## src/rtl/rf_wport_arbiter_pkg.sv

```systemverilog
// Shared widths, port-source encoding and helpers for the register-file write-port arbiter.
package rf_wport_arbiter_pkg;
  localparam int RF_ADDR_SIZE = 5;
  localparam int DATA_SIZE    = 32;
  localparam int PC_SIZE      = 32;
  localparam int DROP_CNT_W   = 16;

  typedef enum logic [1:0] {
    PORT_IDLE,
    PORT_WB,
    PORT_LU,
    PORT_LU_SKIP
  } port_src_e;

  function automatic logic [DROP_CNT_W-1:0] sat_inc16(input logic [DROP_CNT_W-1:0] v);
    return (v == {DROP_CNT_W{1'b1}}) ? v : v + DROP_CNT_W'(1);
  endfunction
endpackage

```

## src/rtl/rf_wport_arbiter_if.sv

```systemverilog
// WB / LU / ID / regfile-port signal bundle around the write-port arbiter.
interface rf_wport_arbiter_if
  import rf_wport_arbiter_pkg::*;
#(
  parameter int AW = RF_ADDR_SIZE,
  parameter int DW = DATA_SIZE
);
  logic                  wb_rf_we;
  logic [AW-1:0]         wb_rf_waddr;
  logic [DW-1:0]         wb_rf_wdata;
  logic                  lu_valid;
  logic                  lu_ready;
  logic [AW-1:0]         lu_waddr;
  logic [DW-1:0]         lu_wdata;
  logic [PC_SIZE-1:0]    lu_pc;
  logic [AW-1:0]         id_rj;
  logic [AW-1:0]         id_rk;
  logic                  id_pend_hit;
  logic                  rf_we;
  logic [AW-1:0]         rf_waddr;
  logic [DW-1:0]         rf_wdata;
  logic                  rf_src_lu;
  logic [PC_SIZE-1:0]    lu_debug_pc;
  logic [DROP_CNT_W-1:0] drop_cnt;

  modport master (
    output wb_rf_we, wb_rf_waddr, wb_rf_wdata,
    output lu_valid, lu_waddr, lu_wdata, lu_pc,
    output id_rj, id_rk,
    input  lu_ready, id_pend_hit,
    input  rf_we, rf_waddr, rf_wdata, rf_src_lu, lu_debug_pc, drop_cnt
  );

  modport slave (
    input  wb_rf_we, wb_rf_waddr, wb_rf_wdata,
    input  lu_valid, lu_waddr, lu_wdata, lu_pc,
    input  id_rj, id_rk,
    output lu_ready, id_pend_hit,
    output rf_we, rf_waddr, rf_wdata, rf_src_lu, lu_debug_pc, drop_cnt
  );
endinterface

```

## src/rtl/rf_wport_arbiter_lu_result_fifo.sv

```systemverilog
// Small FIFO of LU results with per-entry WAW kill bits and a pending-source compare vector.
module lu_result_fifo
  import rf_wport_arbiter_pkg::*;
#(
  parameter int DEPTH = 2,
  parameter int AW    = RF_ADDR_SIZE,
  parameter int DW    = DATA_SIZE,
  localparam int PW   = (DEPTH > 1) ? $clog2(DEPTH) : 1,
  localparam int CW   = $clog2(DEPTH + 1)
) (
  input  logic               clk,
  input  logic               reset,
  input  logic               push,
  input  logic [AW-1:0]      push_waddr,
  input  logic [DW-1:0]      push_wdata,
  input  logic [PC_SIZE-1:0] push_pc,
  input  logic               pop,
  input  logic               kill_en,
  input  logic [AW-1:0]      kill_addr,
  input  logic [AW-1:0]      id_rj,
  input  logic [AW-1:0]      id_rk,
  output logic [CW-1:0]      count,
  output logic [AW-1:0]      head_waddr,
  output logic [DW-1:0]      head_wdata,
  output logic [PC_SIZE-1:0] head_pc,
  output logic               head_kill,
  output logic [DEPTH-1:0]   pend_vec
);
  logic [AW-1:0]      waddr_mem [DEPTH];
  logic [DW-1:0]      wdata_mem [DEPTH];
  logic [PC_SIZE-1:0] pc_mem    [DEPTH];

  logic [DEPTH-1:0] valid_reg, valid_next;
  logic [DEPTH-1:0] kill_reg, kill_next;
  logic [DEPTH-1:0] kill_hit;
  logic [PW-1:0]    rd_ptr_reg, wr_ptr_reg;
  logic [CW-1:0]    count_reg, count_next;

  function automatic logic [PW-1:0] ptr_inc(input logic [PW-1:0] p);
    return (p == PW'(DEPTH - 1)) ? '0 : p + PW'(1);
  endfunction

  // Payload is not reset: validity lives entirely in valid_reg.
  always_ff @(posedge clk) begin
    if (push) begin
      waddr_mem[wr_ptr_reg] <= push_waddr;
      wdata_mem[wr_ptr_reg] <= push_wdata;
      pc_mem[wr_ptr_reg]    <= push_pc;
    end
  end

  genvar gi;
  generate
    for (gi = 0; gi < DEPTH; gi++) begin : g_cmp
      assign kill_hit[gi] = valid_reg[gi] && (waddr_mem[gi] == kill_addr);
      assign pend_vec[gi] = valid_reg[gi] && !kill_reg[gi] && (waddr_mem[gi] != '0) &&
                            ((waddr_mem[gi] == id_rj) || (waddr_mem[gi] == id_rk));
    end
  endgenerate

  // A slot written this cycle starts clean, so a same-cycle WB match does not kill it.
  always_comb begin
    valid_next = valid_reg;
    kill_next  = kill_reg;
    for (int i = 0; i < DEPTH; i++) begin
      if (kill_en && kill_hit[i])
        kill_next[i] = 1'b1;
      if (pop && (rd_ptr_reg == PW'(i)))
        valid_next[i] = 1'b0;
      if (push && (wr_ptr_reg == PW'(i))) begin
        valid_next[i] = 1'b1;
        kill_next[i]  = 1'b0;
      end
    end
  end

  always_comb begin
    count_next = count_reg;
    case ({push, pop})
      2'b10:   count_next = count_reg + CW'(1);
      2'b01:   count_next = count_reg - CW'(1);
      default: count_next = count_reg;
    endcase
  end

  always_ff @(posedge clk or posedge reset) begin
    if (reset) begin
      valid_reg  <= '0;
      kill_reg   <= '0;
      rd_ptr_reg <= '0;
      wr_ptr_reg <= '0;
      count_reg  <= '0;
    end else begin
      valid_reg <= valid_next;
      kill_reg  <= kill_next;
      count_reg <= count_next;
      if (push)
        wr_ptr_reg <= ptr_inc(wr_ptr_reg);
      if (pop)
        rd_ptr_reg <= ptr_inc(rd_ptr_reg);
    end
  end

  assign count      = count_reg;
  assign head_waddr = waddr_mem[rd_ptr_reg];
  assign head_wdata = wdata_mem[rd_ptr_reg];
  assign head_pc    = pc_mem[rd_ptr_reg];
  assign head_kill  = kill_reg[rd_ptr_reg];
endmodule

```

## src/rtl/rf_wport_arbiter.sv

```systemverilog
// Register-file write-port arbiter: WB always wins, LU results queue and drain on idle WB cycles.
module rf_wport_arbiter
  import rf_wport_arbiter_pkg::*;
#(
  parameter int DEPTH = 2,
  parameter int AW    = RF_ADDR_SIZE,
  parameter int DW    = DATA_SIZE,
  localparam int CW   = $clog2(DEPTH + 1)
) (
  input  logic              clk,
  input  logic              reset,
  rf_wport_arbiter_if.slave bus
);
  logic [CW-1:0]         count;
  logic [AW-1:0]         head_waddr;
  logic [DW-1:0]         head_wdata;
  logic [PC_SIZE-1:0]    head_pc;
  logic                  head_kill;
  logic [DEPTH-1:0]      pend_vec;
  logic                  lu_fire;
  logic                  pop;
  logic                  kill_en;
  port_src_e             port_src;
  logic [DROP_CNT_W-1:0] drop_cnt_reg;

  assign bus.lu_ready = (count < CW'(DEPTH));
  assign lu_fire      = bus.lu_valid && bus.lu_ready;
  assign kill_en      = bus.wb_rf_we && (bus.wb_rf_waddr != '0);

  lu_result_fifo #(
    .DEPTH (DEPTH),
    .AW    (AW),
    .DW    (DW)
  ) u_fifo (
    .clk        (clk),
    .reset      (reset),
    .push       (lu_fire),
    .push_waddr (bus.lu_waddr),
    .push_wdata (bus.lu_wdata),
    .push_pc    (bus.lu_pc),
    .pop        (pop),
    .kill_en    (kill_en),
    .kill_addr  (bus.wb_rf_waddr),
    .id_rj      (bus.id_rj),
    .id_rk      (bus.id_rk),
    .count      (count),
    .head_waddr (head_waddr),
    .head_wdata (head_wdata),
    .head_pc    (head_pc),
    .head_kill  (head_kill),
    .pend_vec   (pend_vec)
  );

  // Reset gates the port directly so a live WB request cannot leak through while reset is held.
  always_comb begin
    port_src = PORT_IDLE;
    if (reset)
      port_src = PORT_IDLE;
    else if (bus.wb_rf_we)
      port_src = PORT_WB;
    else if (count != '0)
      port_src = (head_kill || (head_waddr == '0)) ? PORT_LU_SKIP : PORT_LU;
  end

  assign pop = (port_src == PORT_LU) || (port_src == PORT_LU_SKIP);

  always_comb begin
    bus.rf_we       = 1'b0;
    bus.rf_waddr    = '0;
    bus.rf_wdata    = '0;
    bus.rf_src_lu   = 1'b0;
    bus.lu_debug_pc = '0;
    case (port_src)
      PORT_WB: begin
        bus.rf_we    = 1'b1;
        bus.rf_waddr = bus.wb_rf_waddr;
        bus.rf_wdata = bus.wb_rf_wdata;
      end
      PORT_LU: begin
        bus.rf_we       = 1'b1;
        bus.rf_waddr    = head_waddr;
        bus.rf_wdata    = head_wdata;
        bus.rf_src_lu   = 1'b1;
        bus.lu_debug_pc = head_pc;
      end
      default: ;
    endcase
  end

  // A drop is counted when the cancelled entry actually leaves the queue.
  always_ff @(posedge clk or posedge reset) begin
    if (reset)
      drop_cnt_reg <= '0;
    else if (pop && head_kill)
      drop_cnt_reg <= sat_inc16(drop_cnt_reg);
  end

  assign bus.drop_cnt    = drop_cnt_reg;
  assign bus.id_pend_hit = |pend_vec;
endmodule

```

## src/flat_wrapper.sv

```systemverilog
// flat-port wrapper written by rule: the top's interface ports become plain ports
module rf_wport_arbiter_flat import rf_wport_arbiter_pkg::*;
#(
  parameter int DEPTH = 2,
  parameter int AW    = RF_ADDR_SIZE,
  parameter int DW    = DATA_SIZE,
  localparam int CW   = $clog2(DEPTH + 1)
)
  (clk, reset, bus_wb_rf_we, bus_wb_rf_waddr, bus_wb_rf_wdata, bus_lu_valid, bus_lu_waddr, bus_lu_wdata, bus_lu_pc, bus_id_rj, bus_id_rk, bus_lu_ready, bus_id_pend_hit, bus_rf_we, bus_rf_waddr, bus_rf_wdata, bus_rf_src_lu, bus_lu_debug_pc, bus_drop_cnt);
  rf_wport_arbiter_if #(.AW(AW), .DW(DW)) bus_i ();
  input  logic clk;
  input  logic reset;
  input wire logic [$bits(bus_i.wb_rf_we)-1:0] bus_wb_rf_we;
  input wire logic [$bits(bus_i.wb_rf_waddr)-1:0] bus_wb_rf_waddr;
  input wire logic [$bits(bus_i.wb_rf_wdata)-1:0] bus_wb_rf_wdata;
  input wire logic [$bits(bus_i.lu_valid)-1:0] bus_lu_valid;
  input wire logic [$bits(bus_i.lu_waddr)-1:0] bus_lu_waddr;
  input wire logic [$bits(bus_i.lu_wdata)-1:0] bus_lu_wdata;
  input wire logic [$bits(bus_i.lu_pc)-1:0] bus_lu_pc;
  input wire logic [$bits(bus_i.id_rj)-1:0] bus_id_rj;
  input wire logic [$bits(bus_i.id_rk)-1:0] bus_id_rk;
  output wire logic [$bits(bus_i.lu_ready)-1:0] bus_lu_ready;
  output wire logic [$bits(bus_i.id_pend_hit)-1:0] bus_id_pend_hit;
  output wire logic [$bits(bus_i.rf_we)-1:0] bus_rf_we;
  output wire logic [$bits(bus_i.rf_waddr)-1:0] bus_rf_waddr;
  output wire logic [$bits(bus_i.rf_wdata)-1:0] bus_rf_wdata;
  output wire logic [$bits(bus_i.rf_src_lu)-1:0] bus_rf_src_lu;
  output wire logic [$bits(bus_i.lu_debug_pc)-1:0] bus_lu_debug_pc;
  output wire logic [$bits(bus_i.drop_cnt)-1:0] bus_drop_cnt;
  assign bus_i.wb_rf_we = bus_wb_rf_we;
  assign bus_i.wb_rf_waddr = bus_wb_rf_waddr;
  assign bus_i.wb_rf_wdata = bus_wb_rf_wdata;
  assign bus_i.lu_valid = bus_lu_valid;
  assign bus_i.lu_waddr = bus_lu_waddr;
  assign bus_i.lu_wdata = bus_lu_wdata;
  assign bus_i.lu_pc = bus_lu_pc;
  assign bus_i.id_rj = bus_id_rj;
  assign bus_i.id_rk = bus_id_rk;
  assign bus_lu_ready = bus_i.lu_ready;
  assign bus_id_pend_hit = bus_i.id_pend_hit;
  assign bus_rf_we = bus_i.rf_we;
  assign bus_rf_waddr = bus_i.rf_waddr;
  assign bus_rf_wdata = bus_i.rf_wdata;
  assign bus_rf_src_lu = bus_i.rf_src_lu;
  assign bus_lu_debug_pc = bus_i.lu_debug_pc;
  assign bus_drop_cnt = bus_i.drop_cnt;
  rf_wport_arbiter #(.DEPTH(DEPTH), .AW(AW), .DW(DW)) u_core (.clk(clk), .reset(reset), .bus(bus_i));
endmodule
```

## config.mk

```make
export PLATFORM = sky130hd
export DESIGN_NAME = rf_wport_arbiter_flat
export DESIGN_NICKNAME = d
export VERILOG_FILES = /design/src/rtl/rf_wport_arbiter_pkg.sv /design/src/rtl/rf_wport_arbiter_if.sv /design/src/rtl/rf_wport_arbiter_lu_result_fifo.sv /design/src/rtl/rf_wport_arbiter.sv /design/src/flat_wrapper.sv
export SDC_FILE = /design/constraint.sdc
export NUM_CORES = 1
export LEC_CHECK = 0
export ABC_AREA = 1
export BUFFER_PORTS_ARGS = -buffer_cell sky130_fd_sc_hd__buf_2
export CORE_AREA = 4 4 131 133
export DETAILED_ROUTE_END_ITERATION = 8
export DIE_AREA = 0 0 135 137
export PLACE_DENSITY = 0.76
export SLEW_MARGIN = 20
export SYNTH_ARGS = -nofsm -noshare
export SYNTH_HDL_FRONTEND = slang
export SYNTH_SLANG_ARGS = --single-unit
```

## constraint.sdc

```tcl
create_clock -name clk -period 3.7 [get_ports clk]
set_input_delay 0.37 -clock clk [delete_from_list [all_inputs] [get_ports clk]]
set_output_delay 0.37 -clock clk [all_outputs]
set_load 0.1 [all_outputs]
```

# After elaboration in Yosys (flattened, before gate mapping)
# Memory sizes are Yosys's and may differ from the RTL's.
# Index checks and enable logic that the tools add are counted.
[word_totals] ff_bits=24 ramBits=138 in_bits=120 out_inout_bits=89 elab_cells=93 mem_count=3
[op_classes] add_sub_neg=5 magnitude_cmp=2 n_eq_ne=12 muxes=24 bitwise=3 n_reduce_logical=36
[mem_list] memory="u_core.u_fifo.pc_mem" words=2 width=32 read_ports=1 rd_clocked_by_memory_dff=0 write_ports=1 line="rf_wport_arbiter_lu_result_fifo.sv:31" text="logic [PC_SIZE-1:0] pc_mem [DEPTH];"
[mem_list] memory="u_core.u_fifo.wdata_mem" words=2 width=32 read_ports=1 rd_clocked_by_memory_dff=0 write_ports=1 line="rf_wport_arbiter_lu_result_fifo.sv:30" text="logic [DW-1:0] wdata_mem [DEPTH];"
[mem_list] memory="u_core.u_fifo.waddr_mem" words=2 width=5 read_ports=3 rd_clocked_by_memory_dff=0 write_ports=1 line="rf_wport_arbiter_lu_result_fifo.sv:29" text="logic [AW-1:0] waddr_mem [DEPTH];"
[op_table] cell="$pmux 32 s2" count=1
[op_table] cell="$mux 32" count=1
[op_table] cell="$eq 5x5->1" count=6
[op_table] cell="$logic_and 1x1->1" count=17
[op_table] cell="$mux 1" count=17
[op_table] cell="$add 16x1->16 const B" count=1
[op_table] cell="$eq 16x16->1 const B" count=1
[op_table] cell="$reduce_bool 5->1" count=3
[op_table] cell="$reduce_bool 2->1" count=6
[op_table] cell="$pmux 5 s2" count=1
[op_table] cell="$eq 2x2->1 const B" count=3
[op_table] cell="$mux 2" count=3
[op_table] cell="$logic_not 5->1" count=1
[op_table] cell="$eq 2x1->1 const B" count=2
[op_table] cell="$logic_or 1x1->1" count=4
[op_table] cell="$pmux 2 s2" count=1
[op_table] cell="$reduce_or 2->1" count=2
[op_table] cell="$not 1->1" count=3
[op_table] cell="$add 1x1->1 const B" count=2
[op_table] cell="$add 2x1->2 const B" count=1
[op_table] cell="$logic_not 1->1" count=2
[op_table] cell="$lt 1x2->1 const B" count=1
[op_table] cell="$lt 2x2->1 const B" count=1
[op_table] cell="$reduce_and 2->1" count=1
[op_table] cell="$sub 2x1->2 const B" count=1

# Longest topological paths before layout
[logic_depth] word_depth=12 ltp_mapped=9 ltp_nobuf=9

# Cells and area by module
# A second synthesis with hierarchy kept.
[unflattened] hier_cells=756 hier_area_um2=8080.2
[by_module_without_submodules] module="lu_result_fifo" instances=1 cells_per_inst=389 area_per_inst_um2=6145.9 seq_area_each_um2=4344.2
[by_module_without_submodules] module="rf_wport_arbiter" instances=1 cells_per_inst=367 area_per_inst_um2=1934.4 seq_area_each_um2=400.4

# Worst setup path before layout
# Ideal clock, no wire load.
[synth_timing] path_type="register to register" startpoint="register u_core.u_fifo.count_reg[1], in the netlist u_core.u_fifo.count[1]" endpoint="memory u_core.u_fifo.pc_mem[0][0] (enable)" setup_ns=0.500 t_arrival_ns=4.204 t_required_ns=3.200 slack_ns=-1.003 stages_incl_launch_ff=4 path_buffers=0 period_less_slack_ns=4.703 cell_sequence="dfrtp_1 > inv_1 > nand2_1 > nor2_1"
[synth_via] elab_chain_cells=4
[synth_rtl] element="start, declared" line="rf_wport_arbiter_lu_result_fifo.sv:37" text="logic [CW-1:0] count_reg, count_next;"
[synth_rtl] element="start signal, assigned" line="rf_wport_arbiter_lu_result_fifo.sv:96" text="count_reg <= count_next;"
[synth_rtl] element="$lt 2x2->1" line="rf_wport_arbiter.sv:26" text="assign bus.lu_ready = (count < CW'(DEPTH));"
[synth_rtl] element="net bus_lu_ready" line="flat_wrapper.sv:22" text="output wire logic [$bits(bus_i.lu_ready)-1:0] bus_lu_ready;"
[synth_rtl] element="$logic_and 1x1->1" line="rf_wport_arbiter.sv:27" text="assign lu_fire = bus.lu_valid && bus.lu_ready;"
[synth_rtl] element="$mux 1" line="rf_wport_arbiter_lu_result_fifo.sv:45" text="if (push) begin"
[synth_rtl] element="$mux 1 (implied by the code)" line="rf_wport_arbiter_lu_result_fifo.sv:48" text="pc_mem[wr_ptr_reg] <= push_pc;"
[synth_rtl] element="end, declared" line="rf_wport_arbiter_lu_result_fifo.sv:31"
# The timed path passes the listed nets, and every way through them passes these cells.

# Final worst setup path
[layout_timing] startpoint="register u_core.u_fifo.rd_ptr_reg" endpoint="output bus_lu_debug_pc[8]"
[layout_via] elab_chain_cells=9 elab_cells_between_ends=12 cone_classes="1 x eq/ne; 7 x mux; 2 x reduce/logical; 2 x memory"
[layout_rtl] element="start, declared" line="rf_wport_arbiter_lu_result_fifo.sv:36" text="logic [PW-1:0] rd_ptr_reg, wr_ptr_reg;"
[layout_rtl] element="start signal, assigned" line="rf_wport_arbiter_lu_result_fifo.sv:100" text="rd_ptr_reg <= ptr_inc(rd_ptr_reg);"
[layout_rtl] element="$mem_v2 2x5 / $mux 1 (equally long branches)"
[layout_rtl] element="$logic_not 5->1 / $mux 1 (equally long branches)" line="rf_wport_arbiter.sv:62, rf_wport_arbiter_lu_result_fifo.sv:108"
[layout_rtl] element="$logic_or 1x1->1" line="rf_wport_arbiter.sv:62" text="port_src = (head_kill || (head_waddr == '0)) ? PORT_LU_SKIP : PORT_LU;"
[layout_rtl] element="$mux 1" line="rf_wport_arbiter.sv:62"
[layout_rtl] element="$mux 2" line="rf_wport_arbiter.sv:61" text="else if (count != '0)"
[layout_rtl] element="$mux 2" line="rf_wport_arbiter.sv:59" text="else if (bus.wb_rf_we)"
[layout_rtl] element="$mux 2" line="rf_wport_arbiter.sv:57" text="if (reset)"
[layout_rtl] element="$eq 2x2->1" line="rf_wport_arbiter.sv:73" text="case (port_src)"
[layout_rtl] element="$mux 32 (*)" line="rf_wport_arbiter.sv:73"
[layout_rtl] element="end, declared" line="flat_wrapper.sv:28" text="output wire logic [$bits(bus_i.lu_debug_pc)-1:0] bus_lu_debug_pc;"
# Mark *: on every way between the ends. The rest lies on a longest branch, timed or not. The select of a mux whose other input is x is not followed.

==> metrics.txt <==
port bufs=208; final setup fails=0; crit end category=primary output; clk_lat worst skew=about 420 ps; Die Span Y=137 µm; multi-input combinational cell area=0.00251 mm²; TritonCTS buffer count=17; final hold violation count=0; post-synthesis area per instance=between 9 and 10 µm²; total wire length=18500 µm; CTS tree=yes; Max stage delay cell, worst path=dfrtp_4; Slew HR=40.7%; Slew @ Worst Pin=888 ps; htree depth=4; Via density=4.88; placer congestion estimate=0.892; YS warnings=0; Cell Count, Final, Fillers Out=1211; VDD IR max=0.497 mV; WP data required=3330 ps; post-DP HPWL=13200 µm; antenna violations before repair=4; # DRC=0; gr ovfl total=0; Die Footprint=0.0185 mm²; first-pass GRT wire length=roughly 29000 µm; CTS Sinks=162; worst min path class=input port to asynchronous set/reset pin; FF+latch area=0.00475 mm²; Slew Limit Fails=0; share of cells above drive strength 1=27.6%; CP bufs+invs=1; total number of vias=about 6000; gr usage total=roughly a fifth; sequential fraction of the synthesis area=a little over three fifths; Synth Flop Type=edfxtp_1; initial core utilization=48.0%; Syn Nets=roughly 900; ys async rst share=14.8%; outcome=finished, final reports clean; distinct cell type count after synthesis=29; CP max FO=34; pwr dens=772 mW/mm²; dpl cells=~1200; drt pass-1 iters=4; routed length per instance=15.3 µm; Lkg Pwr=between 4 and 5 nW; Cell Area, Synth=0.00760 mm²; IO Pins=between 200 and 250; Final Net Count=1103; CTS resizes=0; Root Buffer=clkbuf_16; CP delay by family, top=simple AND/OR/NAND/NOR gates; Max Root-Sink Buffers=2; RSZ-0062 raised after global routing=false; period utilization=between 80 and 90%; CP max stage delay=660 ps; Max Clock Freq=306 MHz; Crit Path Class=flop to primary output; fill cell count=1302; Placeable Area=about 0.016 mm²; skew final=13.3 ps; Final min period=roughly 3300 ps; setup_tns=0 ps; Critical Path Source Type=flop; Reg clk slew, reported paths=70 ps; Synth-to-Final Area Change=30.2%; largest net degree at the start of global routing=53; EDFF count, synth=138; max capacitance violation total=0; Routed Antenna Nets=0; hold buffers post-CTS=0; crit path cell chain=o21ai_0, nor2_2, nand3_4, nand2_4, nor2_1, buf_2; Mapped Cells=about 770; Setup Fix Bufs, Post-CTS=0; vias in the first global route=5702; Iteration-0 DRC Markers=about 370; Die Wd=between 100 and 150 µm; register bit total from synthesis=162; critical path arrival=2900 ps; Row Count=46
final cells by class:
| class | instances | share of cell area (%) |
|---|---|---|
| clock inverters | 15 | 1.37 |
| multi-input cells | 535 | 25.4 |
| repair buffers | 215 | 16.3 |
| diodes | 1 | 0.0253 |
| flip-flops and latches | 162 | 48.0 |
| clock buffers | 17 | 4.30 |
| inverters | 50 | 1.90 |
| well taps | 216 | 2.73 |
tightest hold or removal path, stage by stage:
cell and delay, ps:
buf_2 120, inv_1 50, buf_4 300
power breakdown:
part	total [mW]	internal, mW	switching (mW)
Sequential	2.60	2.38	0.227
Combinational	3.38	0.839	2.54
Clock	1.65	0.891	0.755
Total	7.63	4.11	3.52
through the flow:
step / area, µm² / utilization [%] / hold WS [ps] / worst slack [ps] / power (mW)
after floorplan: 7600 / - / 393 / 29.1 / 5.18
after global placement: 9330 / 58.9 / 469 / 956 / 6.00
after detailed placement: 9330 / 58.9 / 473 / 853 / 6.05
after CTS: 9890 / 62.5 / 22.6 / 389 / 7.70
after global routing: 9890 / 62.5 / 48.2 / 184 / 8.00
final: 9890 / 62.5 / 30.4 / 431 / 7.63
synthesized netlist by cell type (2+ instances only):
cell      instances  share of area, %
dfrtp_1          24               7.9
inv_1            46               2.3
nor2_2           14               1.2
nand3_1          55               3.6
inv_2             3              0.15
nor2_1           57               2.8
nand4_1           6              0.49
o21ai_1           5              0.33
buf_6             5              0.74
buf_4             5              0.49
buf_2             9              0.59
o21ai_0          11              0.72
ha_1              2              0.33
xor2_1            6              0.69
clkbuf_1          5              0.25
mux2i_1          32               4.2
nor3_1            2              0.13
a21oi_1           3              0.20
o21ai_2           3              0.35
nand2_1         326                16
edfxtp_1        138                55
xnor2_1           8              0.92
final timing paths:
path | startpoint | endpoint | slack, ps | cells after the start
hold / removal | reset | u_core.bus.drop_cnt[15] | 30 | 3
min in group clk | bus_lu_pc[4] | u_core.u_fifo.pc_mem[1][4] | 140 | 1
setup / recovery | u_core.u_fifo.rd_ptr_reg | bus_lu_debug_pc[8] | 430 | 6
setup reg to reg | u_core.u_fifo.rd_ptr_reg | u_core.bus.drop_cnt[2] | 1420 | 6
hold reg to reg | u_core.u_fifo.count[0] | u_core.u_fifo.count[0] | 510 | 1
max in group asynchronous | reset | u_core.u_fifo.rd_ptr_reg | 3380 | 3
cell families after synthesis:
kind of cell | count (synthesis) | share of synthesized area (%)
AND/OR/NAND/NOR | 464 | 25.1
flip-flops | 162 | 62.5
buffers and inverters | 75 | 4.64
multiplexers | 32 | 4.22
AO/OA/AOI/OAI | 23 | 1.68
XOR/XNOR | 14 | 1.61
adder cells (fa/ha/maj) | 2 | 0.329
routing by layer:
metal  global-route usage, %  vias to the layer above  routed length [µm]
li1                        -                     2964                   -
met1                    26.5                     2717                7920
met2                    33.2                      198                8840
met3                    5.59                       28                1420
met4                    7.05                        6                 299
met5                       0                        -                  37
cell usage in the layout (no fill, tap or decap), drive strengths merged, types with 17 or more instances in the layout:
cell,n
dfrtp,24
mux2i,32
edfxtp,138
inv,60
buf,215
nand2,327
o21ai,19
nor2,72
clkbuf,17
nand3,56
Note: power is estimated with default switching activity, not from simulation.
